`config.mk`:
```
export PLATFORM = sky130hd
export DESIGN_NAME = sap_control_sequencer_flat
export DESIGN_NICKNAME = d
export VERILOG_FILES = /design/src/rtl/sap_ctrl_if.sv /design/src/rtl/sap_control_sequencer.sv /design/src/flat_wrapper.sv
export SDC_FILE = /design/constraint.sdc
export NUM_CORES = 1
export LEC_CHECK = 0
export BUFFER_PORTS_ARGS = -buffer_cell sky130_fd_sc_hd__buf_4
export CORE_AREA = 2 2 39 41
export DETAILED_ROUTE_END_ITERATION = 12
export DIE_AREA = 0 0 41 43
export PLACE_DENSITY = 0.68
export SLEW_MARGIN = 5
export SYNTH_ARGS = -nofsm -noshare
export SYNTH_HDL_FRONTEND = slang
export SYNTH_SLANG_ARGS = --single-unit
```
`constraint.sdc`:
```
create_clock -name clk -period 4.5 [get_ports clk]
set_clock_uncertainty 0.05 [all_clocks]
set_input_delay 0.225 -clock clk [delete_from_list [all_inputs] [get_ports clk]]
set_output_delay 0.225 -clock clk [all_outputs]
set_load 0.01 [all_outputs]
```
`src/rtl/sap_ctrl_if.sv`:
```
// Control bundle between the SAP sequencer (master) and the datapath (slave).
// Only the flags, run and the IR opcode flow into the sequencer; everything else flows out.
interface sap_ctrl_if #(
    parameter int OPCODE_W = 4
);
    // No valid/ready pair: run=1 lets the current T-state apply and advance at the next
    // posedge; run=0 holds the state and forces every control inactive.
    logic                run;
    logic [OPCODE_W-1:0] opcode;
    logic                carry;
    logic                zero;
    logic [5:0]          tstate;
    logic                clr_n;
    logic                cp;
    logic                ep;
    logic                lp;
    logic                lm_n;
    logic                ce_n;
    logic                li_n;
    logic                ei_n;
    logic                la_n;
    logic                ea;
    logic                su;
    logic                eu;
    logic                lb_n;
    logic                lo_n;
    logic                hlt;

    modport master (
        input  run, opcode, carry, zero,
        output tstate, clr_n, cp, ep, lp, lm_n, ce_n, li_n, ei_n,
               la_n, ea, su, eu, lb_n, lo_n, hlt
    );

    modport slave (
        output run, opcode, carry, zero,
        input  tstate, clr_n, cp, ep, lp, lm_n, ce_n, li_n, ei_n,
               la_n, ea, su, eu, lb_n, lo_n, hlt
    );
endinterface

```
`src/rtl/sap_control_sequencer.sv`:
```
// SAP-1 style control sequencer: one-hot T1..T6 ring plus opcode decode into the control word.
// Optional JMP/JC/JZ support is compiled in when the macro JUMP_EN is defined.
module sap_control_sequencer #(
    parameter int OPCODE_W = 4,
    parameter int NUM_T    = 6
) (
    input  logic       clk,
    input  logic       rst_n,
    sap_ctrl_if.master bus
);

    typedef enum logic [NUM_T-1:0] {
        T1 = NUM_T'(1),
        T2 = NUM_T'(2),
        T3 = NUM_T'(4),
        T4 = NUM_T'(8),
        T5 = NUM_T'(16),
        T6 = NUM_T'(32)
    } tstate_e;

    localparam logic [OPCODE_W-1:0] OP_LDA = OPCODE_W'(4'b0000);
    localparam logic [OPCODE_W-1:0] OP_ADD = OPCODE_W'(4'b0001);
    localparam logic [OPCODE_W-1:0] OP_SUB = OPCODE_W'(4'b0010);
    localparam logic [OPCODE_W-1:0] OP_OUT = OPCODE_W'(4'b1110);
    localparam logic [OPCODE_W-1:0] OP_HLT = OPCODE_W'(4'b1111);
`ifdef JUMP_EN
    localparam logic [OPCODE_W-1:0] OP_JMP = OPCODE_W'(4'b0011);
    localparam logic [OPCODE_W-1:0] OP_JC  = OPCODE_W'(4'b0100);
    localparam logic [OPCODE_W-1:0] OP_JZ  = OPCODE_W'(4'b0101);
`endif

    tstate_e state, state_next;
    logic    halted, halted_next;
    logic    active;

    // Internal active-high view of the control word; inversion happens at the port.
    logic cp, ep, lp, lm, ce, li, ei, la, ea, su, eu, lb, lo;

    always_ff @(posedge clk) begin
        if (!rst_n) begin
            state  <= T1;
            halted <= 1'b0;
        end else begin
            state  <= state_next;
            halted <= halted_next;
        end
    end

    always_comb begin
        state_next  = state;
        halted_next = halted;
        if (bus.run && !halted) begin
            case (state)
                T1: state_next = T2;
                T2: state_next = T3;
                T3: state_next = T4;
                T4: begin
                    // HLT parks the ring on T4 until reset.
                    if (bus.opcode == OP_HLT) halted_next = 1'b1;
                    else                      state_next  = T5;
                end
                T5: state_next = T6;
                T6: state_next = T1;
                default: state_next = T1;
            endcase
        end
    end

    assign active = rst_n && bus.run && !halted;

    always_comb begin
        cp = 1'b0; ep = 1'b0; lp = 1'b0; lm = 1'b0; ce = 1'b0; li = 1'b0; ei = 1'b0;
        la = 1'b0; ea = 1'b0; su = 1'b0; eu = 1'b0; lb = 1'b0; lo = 1'b0;
        if (active) begin
            case (state)
                T1: begin ep = 1'b1; lm = 1'b1; end
                T2: cp = 1'b1;
                T3: begin ce = 1'b1; li = 1'b1; end
                T4: begin
                    case (bus.opcode)
                        OP_LDA, OP_ADD, OP_SUB: begin ei = 1'b1; lm = 1'b1; end
                        OP_OUT:                 begin ea = 1'b1; lo = 1'b1; end
`ifdef JUMP_EN
                        OP_JMP: begin ei = 1'b1; lp = 1'b1; end
                        OP_JC:  if (bus.carry) begin ei = 1'b1; lp = 1'b1; end
                        OP_JZ:  if (bus.zero)  begin ei = 1'b1; lp = 1'b1; end
`endif
                        default: ;
                    endcase
                end
                T5: begin
                    case (bus.opcode)
                        OP_LDA:         begin ce = 1'b1; la = 1'b1; end
                        OP_ADD, OP_SUB: begin ce = 1'b1; lb = 1'b1; end
                        default: ;
                    endcase
                end
                T6: begin
                    case (bus.opcode)
                        OP_ADD: begin eu = 1'b1; la = 1'b1; end
                        OP_SUB: begin eu = 1'b1; la = 1'b1; su = 1'b1; end
                        default: ;
                    endcase
                end
                default: ;
            endcase
        end
    end

`ifndef JUMP_EN
    logic unused_flags;
    assign unused_flags = bus.carry ^ bus.zero;
`endif

    assign bus.tstate = state;
    assign bus.clr_n  = rst_n;
    assign bus.hlt    = halted;
    assign bus.cp     = cp;
    assign bus.ep     = ep;
    assign bus.lp     = lp;
    assign bus.lm_n   = ~lm;
    assign bus.ce_n   = ~ce;
    assign bus.li_n   = ~li;
    assign bus.ei_n   = ~ei;
    assign bus.la_n   = ~la;
    assign bus.ea     = ea;
    assign bus.su     = su;
    assign bus.eu     = eu;
    assign bus.lb_n   = ~lb;
    assign bus.lo_n   = ~lo;

endmodule

```
`src/flat_wrapper.sv`:
```
// flat-port wrapper written by rule: the top's interface ports become plain ports
module sap_control_sequencer_flat 
#(
    parameter int OPCODE_W = 4,
    parameter int NUM_T    = 6
)
  (clk, rst_n, bus_run, bus_opcode, bus_carry, bus_zero, bus_tstate, bus_clr_n, bus_cp, bus_ep, bus_lp, bus_lm_n, bus_ce_n, bus_li_n, bus_ei_n, bus_la_n, bus_ea, bus_su, bus_eu, bus_lb_n, bus_lo_n, bus_hlt);
  sap_ctrl_if #(.OPCODE_W(OPCODE_W)) bus_i ();
  input  logic clk;
  input  logic rst_n;
  input wire logic [$bits(bus_i.run)-1:0] bus_run;
  input wire logic [$bits(bus_i.opcode)-1:0] bus_opcode;
  input wire logic [$bits(bus_i.carry)-1:0] bus_carry;
  input wire logic [$bits(bus_i.zero)-1:0] bus_zero;
  output wire logic [$bits(bus_i.tstate)-1:0] bus_tstate;
  output wire logic [$bits(bus_i.clr_n)-1:0] bus_clr_n;
  output wire logic [$bits(bus_i.cp)-1:0] bus_cp;
  output wire logic [$bits(bus_i.ep)-1:0] bus_ep;
  output wire logic [$bits(bus_i.lp)-1:0] bus_lp;
  output wire logic [$bits(bus_i.lm_n)-1:0] bus_lm_n;
  output wire logic [$bits(bus_i.ce_n)-1:0] bus_ce_n;
  output wire logic [$bits(bus_i.li_n)-1:0] bus_li_n;
  output wire logic [$bits(bus_i.ei_n)-1:0] bus_ei_n;
  output wire logic [$bits(bus_i.la_n)-1:0] bus_la_n;
  output wire logic [$bits(bus_i.ea)-1:0] bus_ea;
  output wire logic [$bits(bus_i.su)-1:0] bus_su;
  output wire logic [$bits(bus_i.eu)-1:0] bus_eu;
  output wire logic [$bits(bus_i.lb_n)-1:0] bus_lb_n;
  output wire logic [$bits(bus_i.lo_n)-1:0] bus_lo_n;
  output wire logic [$bits(bus_i.hlt)-1:0] bus_hlt;
  assign bus_i.run = bus_run;
  assign bus_i.opcode = bus_opcode;
  assign bus_i.carry = bus_carry;
  assign bus_i.zero = bus_zero;
  assign bus_tstate = bus_i.tstate;
  assign bus_clr_n = bus_i.clr_n;
  assign bus_cp = bus_i.cp;
  assign bus_ep = bus_i.ep;
  assign bus_lp = bus_i.lp;
  assign bus_lm_n = bus_i.lm_n;
  assign bus_ce_n = bus_i.ce_n;
  assign bus_li_n = bus_i.li_n;
  assign bus_ei_n = bus_i.ei_n;
  assign bus_la_n = bus_i.la_n;
  assign bus_ea = bus_i.ea;
  assign bus_su = bus_i.su;
  assign bus_eu = bus_i.eu;
  assign bus_lb_n = bus_i.lb_n;
  assign bus_lo_n = bus_i.lo_n;
  assign bus_hlt = bus_i.hlt;
  sap_control_sequencer #(.OPCODE_W(OPCODE_W), .NUM_T(NUM_T)) u_core (.clk(clk), .rst_n(rst_n), .bus(bus_i));
endmodule
```
==> impl_metrics.env, run 1 <==
export IMPL_run_status="finished clean"
export IMPL_cts_tree="done"
export IMPL_portBuffers=26
export IMPL_synth_top_family_by_area="simple AND/OR/NAND/NOR gates"
export IMPL_ys_seq_area_share_pct=27.0
export IMPL_clock_tree_buffer_depth=2
export IMPL_worst_r2r_setup_slack_ns=2.59
export IMPL_drt_vias_per_instance=5.35
export IMPL_grt_antenna_before_repair=0
export IMPL_grt_setup_unrepaired="no"
export IMPL_cp_start_kind="flip-flop"
export IMPL_rr_endpoint="u_core.bus.tstate[0]"
export IMPL_worst_ep_arrival_time_ns=2.01
export IMPL_timing_hold_worst_start="rst_n"
export IMPL_min_delay_path_depth=2
export IMPL_post_detailed_placement_half_perimeter_wirelength_mm=1.05
export IMPL_drt_iter0_markers=13
export IMPL_share_seq_of_total_power_pct=41.3
export IMPL_clk_latency_ns=0.25
export IMPL_min_to="u_core.bus.hlt"
export IMPL_leakage_nw=0.326
export IMPL_slew_violations=0
export IMPL_synth_xor_area_share_pct=1.69
export IMPL_worstReg2RegStart="u_core.bus.tstate[2]"
export IMPL_fin_ws_ns=2.22
export IMPL_cts_inserted_buffers=3
export IMPL_postLayoutCoreUtil_pct=53.5
export IMPL_num_antenna_cells=0
export IMPL_synth_yosys_warnings=0
export IMPL_hold_worst_slack_ns=0.202
export IMPL_total_power_mw=0.165
export IMPL_std_cell_rows=14
export IMPL_htree_levels=1
export IMPL_critical_path_top_delay_family="simple AND/OR/NAND/NOR gates"
export IMPL_worstPathMaxFanout=6
export IMPL_synthesis_area_per_instance_um2=8.24
export IMPL_worst_ir_drop_vdd_mv=0.158
export IMPL_yosys_area_share_adder_pct=0
export IMPL_synth_fp_nets=72
export IMPL_clock_power_share_pct=35.6
export IMPL_wl_mm=1.35
export IMPL_critPathCaptureType="output port"
export IMPL_hold_path_class="input pin to flip-flop"
export IMPL_period_share_pct=50.7
export IMPL_post_synth_instance_area_um2=519
export IMPL_detailroute_via_count=567
export IMPL_yosys_mux_area_fraction_pct=1.93
export IMPL_drt_pass1_iterations=4
export IMPL_post_cts_setup_buffers=0
export IMPL_critPathKind="flip-flop to output port"
export IMPL_fraction_of_the_mapped_netlist_area_in_compound_gates_pct=16.4
export IMPL_hold_viol_final=0
export IMPL_timing_critical_path_cells="or4_4 -> nor3b_2 -> and3_1 -> o31ai_1 -> buf_4"
export IMPL_gp_routability_congestion=0.773
export IMPL_clock_sinks=7
export IMPL_fp_dieH_um=43
export IMPL_drv_max_cap_violation_count=0
export IMPL_ys_ff_latch=7
export IMPL_power_per_cell_area_nw_per_um2=222
export IMPL_final_min_clock_period_ns=2.28
export IMPL_n_fill_cell=138
export IMPL_clock_tree_root_cell="sky130_fd_sc_hd__clkbuf_4"
export IMPL_total_switching_power_mw=0.0474
export IMPL_ratio_of_cells_with_drive_above_1_in_the_final_layout_pct=38.9
export IMPL_num_io_pins=30
export IMPL_final_setup_tns_ns=0
export IMPL_critical_path_max_stage_delay_ns=0.59
export IMPL_maxClockFrequency_ghz=0.438
export IMPL_footprint_of_the_multi_input_gates_um2=348
export IMPL_grt_pass1_vias=501
export IMPL_cts_repair_resized=0
export IMPL_timing_critical_path_required_ns=4.22
export IMPL_ant_nets=0
export IMPL_die_area_um2=1760
export IMPL_final_global_route_overflow_total=0
export IMPL_clkSlewWorstSetupHoldPaths_ns=0.05
export IMPL_core_area_um2=1380
export IMPL_report_final_setup_viol=0
export IMPL_p_sw_share_pct=28.8
export IMPL_combinational_power_share_pct=23.0
export IMPL_timing_reg2reg_worst_path_depth=4
export IMPL_post_synth_simple_gate_area_pct=46.3
export IMPL_cp_buffers_inverters=1
export IMPL_global_route_usage_total_pct=16.8
export IMPL_layout_nets=100
export IMPL_critical_path_slowest_cell="sky130_fd_sc_hd__or4_4"
export IMPL_synthDistinctLibCells=35
export IMPL_start_util_pct=37.5
export IMPL_area_growth_synth_to_final_pct=42.7
export IMPL_postSynthCellCount=63
export IMPL_chipWidth_um=41
export IMPL_place_worst_setup_slack_ns=2.52
export IMPL_internal_power_mw=0.117
export IMPL_sequential_cell_area_um2=140
export IMPL_grt_max_degree=10
export IMPL_cts_hold_fix_buffers=0
export IMPL_drcViolationCount=0
export IMPL_grt_first_pass_wirelength_mm=2.04
export IMPL_routed_wire_length_per_instance_um=12.7
==> worst max-delay path by stage <==
stage	from	endpoint	slack, ns	depth (start not counted)
2_1_floorplan	u_core.bus.tstate[2]	u_core.bus.tstate[2]	2.69	4
3_3_place_gp	u_core.bus.tstate[2]	bus_la_n	2.52	5
3_5_place_dp	u_core.bus.tstate[2]	bus_la_n	2.52	5
4_1_cts	u_core.bus.tstate[2]	bus_la_n	2.24	5
5_1_grt	u_core.bus.tstate[2]	bus_la_n	2.14	5
6_report	u_core.bus.tstate[2]	bus_la_n	2.22	5
==> cell usage in the layout (no fill, tap or decap), types with 2 or more instances in the layout <==
cell type	count
sky130_fd_sc_hd__nand3_1	4
sky130_fd_sc_hd__buf_4	26
sky130_fd_sc_hd__and3b_1	2
sky130_fd_sc_hd__nor3_1	2
sky130_fd_sc_hd__o21ai_1	2
sky130_fd_sc_hd__nor4_1	2
sky130_fd_sc_hd__dfxtp_1	7
sky130_fd_sc_hd__nand2_1	4
sky130_fd_sc_hd__nor2_1	4
sky130_fd_sc_hd__nor3b_1	2
sky130_fd_sc_hd__nand4_1	2
sky130_fd_sc_hd__and2b_2	2
sky130_fd_sc_hd__inv_1	3
sky130_fd_sc_hd__clkbuf_4	3
sky130_fd_sc_hd__nor2b_1	3
sky130_fd_sc_hd__and2_1	2
==> per-stage QoR <==
step,area (um2),cells
finish,741,106
global route,741,106
CTS,741,106
detailed placement,714,102
floorplan,519,63
global placement,714,102
==> power by group through the flow <==
| stage | Combinational (mW) | Sequential [mW] | Clock, mW |
|---|---|---|---|
| finish | 0.0379 | 0.0680 | 0.0586 |
| global route | 0.0417 | 0.0684 | 0.0645 |
| CTS | 0.0382 | 0.0680 | 0.0594 |
| global placement | 0.0377 | 0.0692 | 0 |
| detailed placement | 0.0381 | 0.0693 | 0 |
| floorplan | 0.0221 | 0.0698 | 0 |
==> flip-flops by register name (all words and copies together), names as in the netlist <==
register	count
u_core.bus.hlt	1
u_core.bus.tstate	6
==> routing by layer <==
layer	vias to the layer above	GRT usage (%)	share of wire, %
met5	-	0	0
met4	0	10.0	1.0
met3	2	3.14	9.2
met2	33	24.1	48
met1	245	22.3	42
li1	287	-	-
==> logic make-up after synthesis <==
kind of cell,Yosys count
simple gates,37
compound gates,10
flops,7
buf+inv,6
xor+xnor,1
mux,1
other cells,1
==> layout make-up <==
class                   count  share of cell area [%]
inverters                   3                    1.52
multi-input cells          50                    47.0
clock buffers               4                    3.55
well taps                  16                    2.70
flip-flops and latches      7                    18.9
repair buffers             26                    26.4
==> synth_stat cells, drive strengths merged <==
cell | n | area, um2
nand4b | 1 | 8.76
nor3b | 3 | 27.5
or4 | 1 | 11.3
and2b | 2 | 17.5
nand3 | 4 | 20.0
dfxtp | 7 | 140
nor4 | 2 | 12.5
mux2i | 1 | 10.0
nand4 | 2 | 12.5
clkbuf | 1 | 5.00
o21ai | 3 | 15.0
and2 | 2 | 12.5
xor2 | 1 | 8.76
nand2 | 4 | 15.0
o31ai | 2 | 28.8
a31o | 1 | 8.76
nor2 | 4 | 15.0
a221o | 1 | 10.0
nand3b | 1 | 7.51
inv | 3 | 11.3
and3b | 3 | 27.5
nor4b | 1 | 8.76
a32oi | 1 | 8.76
conb | 1 | 3.75
nor3 | 2 | 10.0
o21a | 1 | 7.51
nor2b | 3 | 18.8
and4 | 1 | 8.76
and3 | 1 | 6.26
a31oi | 1 | 6.26
buf | 2 | 15.0
(Power assumes the default switching activity.)
==> run 2: changes to the inputs <==
--- a/config.mk
+++ b/config.mk
@@ -5,11 +5,12 @@
 export SDC_FILE = /design/constraint.sdc
 export NUM_CORES = 1
 export LEC_CHECK = 0
+export ABC_AREA = 1
 export BUFFER_PORTS_ARGS = -buffer_cell sky130_fd_sc_hd__buf_4
-export CORE_AREA = 2 2 39 41
+export CORE_MARGIN = 2
+export CORE_UTILIZATION = 43
 export DETAILED_ROUTE_END_ITERATION = 12
-export DIE_AREA = 0 0 41 43
-export PLACE_DENSITY = 0.68
+export PLACE_DENSITY = 0.73
 export SLEW_MARGIN = 5
 export SYNTH_ARGS = -nofsm -noshare
 export SYNTH_HDL_FRONTEND = slang
==> constraint.sdc (replaced) <==
create_clock -name clk -period 2.3 [get_ports clk]
set_clock_uncertainty 0.05 [all_clocks]
set_input_delay 0.115 -clock clk [delete_from_list [all_inputs] [get_ports clk]]
set_output_delay 0.115 -clock clk [all_outputs]
set_load 0.01 [all_outputs]
==> impl_metrics.env, run 2 <==
export IMPL_std_cell_rows=13
export IMPL_crit_top_cell="sky130_fd_sc_hd__nand2_1"
export IMPL_die_area_um2=1660
export IMPL_clock_tree_root_cell="sky130_fd_sc_hd__clkbuf_4"
export IMPL_post_detailed_placement_half_perimeter_wirelength_mm=1.13
export IMPL_placed_standard_cell_area_um2=774
export IMPL_finalNonFillerCells=141
export IMPL_synth_fp_nets=108
export IMPL_cts_repair_resized=0
export IMPL_drcViolationCount=0
export IMPL_htree_levels=1
export IMPL_synth_yosys_warnings=0
export IMPL_timing_critical_path_cells="nor2_4 -> nand2_4 -> nor3_2 -> nand2_1 -> nand2_1 -> inv_1 -> buf_4"
export IMPL_num_antenna_cells=0
export IMPL_drv_max_cap_violation_count=0
export IMPL_netlist_top_cells_area="sky130_fd_sc_hd__dfxtp_1, sky130_fd_sc_hd__nor2_1, sky130_fd_sc_hd__nand2_1"
export IMPL_hold_viol_final=0
export IMPL_area_growth_synth_to_final_pct=37.9
export IMPL_clk_latency_ns=0.26
export IMPL_placedCellCount=137
export IMPL_largest_register_ff_count=6
export IMPL_portBuffers=26
export IMPL_synth_largest_area_cell="sky130_fd_sc_hd__dfxtp_1"
export IMPL_power_per_cell_area_nw_per_um2=429
export IMPL_routed_wire_length_per_instance_um=9.80
export IMPL_cts_hold_fix_buffers=0
export IMPL_synth_most_common_cell="sky130_fd_sc_hd__nor2_1"
export IMPL_final_common_cell="sky130_fd_sc_hd__buf_4"
export IMPL_cts_tree="done"
export IMPL_layout_nets=136
export IMPL_drt_pass1_iterations=4
export IMPL_worst_ir_drop_vdd_mv=0.267
export IMPL_start_util_pct=45.2
export IMPL_clock_tree_buffer_depth=2
export IMPL_postLayoutCoreUtil_pct=62.3
export IMPL_synth_cells_most_frequent="sky130_fd_sc_hd__nor2_1, sky130_fd_sc_hd__nand2_1, sky130_fd_sc_hd__inv_1"
export IMPL_cp_start_kind="flip-flop"
export IMPL_core_area_um2=1280
export IMPL_ys_ff_latch=7
export IMPL_total_power_mw=0.343
export IMPL_grt_first_pass_wirelength_mm=2.21
export IMPL_most_used_cells_in_the_layout_excluding_fill_and_tap_cells="sky130_fd_sc_hd__buf_4, sky130_fd_sc_hd__nor2_1, sky130_fd_sc_hd__nand2_1"
export IMPL_post_cts_setup_buffers=0
export IMPL_critPathCaptureType="output port"
export IMPL_postSynthCellCount=99
export IMPL_place_worst_setup_slack_ns=0.924
export IMPL_hold_path_class="input pin to flip-flop"
export IMPL_ratio_of_cells_with_drive_above_1_in_the_final_layout_pct=34.9
export IMPL_grt_setup_unrepaired="no"
export IMPL_period_share_pct=71.6
export IMPL_final_min_clock_period_ns=1.65
export IMPL_cts_inserted_buffers=3
export IMPL_final_setup_tns_ns=0
export IMPL_ant_nets=0
export IMPL_clock_sinks=7
export IMPL_maxClockFrequency_ghz=0.607
export IMPL_synthesis_area_per_instance_um2=5.86
export IMPL_final_global_route_overflow_total=0
export IMPL_min_to="u_core.bus.tstate[3]"
export IMPL_worstPathMaxFanout=7
export IMPL_rr_endpoint="u_core.bus.tstate[1]"
export IMPL_grt_max_degree=10
export IMPL_ys_seq_area_share_pct=24.1
export IMPL_hold_worst_slack_ns=0.103
export IMPL_num_io_pins=30
export IMPL_critPathKind="flip-flop to output port"
export IMPL_critical_path_slowest_cell="sky130_fd_sc_hd__dfxtp_1"
export IMPL_synth_top_area_share_pct=24.1
export IMPL_worst_r2r_setup_slack_ns=0.99
export IMPL_grt_antenna_before_repair=0
export IMPL_wl_mm=1.38
export IMPL_grt_pass1_vias=556
export IMPL_critical_path_max_stage_delay_ns=0.34
export IMPL_leakage_nw=0.450
export IMPL_finalInstanceArea_um2=801
export IMPL_fp_dieH_um=40.7
export IMPL_post_synth_instance_area_um2=581
export IMPL_global_route_usage_total_pct=20.3
export IMPL_slew_violations=0
export IMPL_synth_edff_count=0
export IMPL_detailroute_via_count=649
export IMPL_chipWidth_um=40.7
export IMPL_gp_routability_congestion=0.852
export IMPL_worst_ep_arrival_time_ns=1.48
export IMPL_report_final_setup_viol=0
export IMPL_drt_iter0_markers=11
export IMPL_clkSlewWorstSetupHoldPaths_ns=0.06
export IMPL_synthDistinctLibCells=21
export IMPL_timing_reg2reg_worst_path_depth=7
export IMPL_drt_vias_per_instance=4.60
export IMPL_timing_hold_worst_start="rst_n"
export IMPL_synthFlopType="sky130_fd_sc_hd__dfxtp_1"
export IMPL_timing_critical_path_required_ns=2.13
export IMPL_worstReg2RegStart="u_core.bus.tstate[3]"
export IMPL_run_status="finished clean"
export IMPL_min_delay_path_depth=3
export IMPL_fin_ws_ns=0.654
export IMPL_synthArstFlopShare_pct=0
==> run 2: cell count changes after synthesis, moves of 3 or more <==
cell	before	now
sky130_fd_sc_hd__inv_1	3	14
sky130_fd_sc_hd__inv_2	0	3
sky130_fd_sc_hd__nand2_1	4	20
sky130_fd_sc_hd__nand3_1	4	11
sky130_fd_sc_hd__nor2_1	4	21
sky130_fd_sc_hd__nor2_2	0	4
sky130_fd_sc_hd__nor2b_1	3	0
==> run 2: worst max-delay path by stage <==
stage,startpoint,to,slack [ns],cells past startpoint
2_1_floorplan,u_core.bus.hlt,bus_ce_n,1.09,5
3_3_place_gp,u_core.bus.hlt,bus_ce_n,0.94,7
3_5_place_dp,u_core.bus.hlt,bus_ce_n,0.92,7
4_1_cts,u_core.bus.hlt,bus_ce_n,0.63,7
5_1_grt,u_core.bus.tstate[4],bus_ce_n,0.48,8
6_report,u_core.bus.hlt,bus_ce_n,0.65,7
==> run 2: worst max-delay path, delay by kind of cell (launching register included) <==
family                 cells  cell delay (ns)
buffers and inverters      2             0.17
and+or+nand+nor            5             0.71
DFF                        1             0.34
==> run 2: cell families after synthesis <==
logic type,share of synthesized area [%]
and+or+nand+nor,56.7
AOI/OAI and AO/OA,4.10
buffers and inverters,14.4
DFF,24.1
other,0.646
==> run 2: final cells by class <==
| type | count | area (um2) |
|---|---|---|
| fill | 135 | 484 |
| multi-input combinational | 72 | 357 |
| timing repair buffer | 26 | 195 |
| sequential | 7 | 140 |
| inverter | 17 | 63.8 |
| clock buffer | 4 | 26.3 |
| tap | 15 | 18.8 |
==> run 2: report_power, final <==
| part | switching, mW | leakage, nW | internal, mW | total [mW] |
|---|---|---|---|---|
| clock network | 0.0505 | 0.0150 | 0.0665 | 0.117 |
| registers | 0.00968 | 0.0576 | 0.128 | 0.138 |
| logic | 0.0509 | 0.377 | 0.0373 | 0.0883 |
| total | 0.111 | 0.450 | 0.232 | 0.343 |
==> run 2: layer usage <==
metal	GRT usage, %	vias up	wire length (um)
met1	24.4	266	631
li1	-	354	-
met3	3.80	5	87
met2	32.5	24	630
met5	0	-	0
met4	13.3	0	33
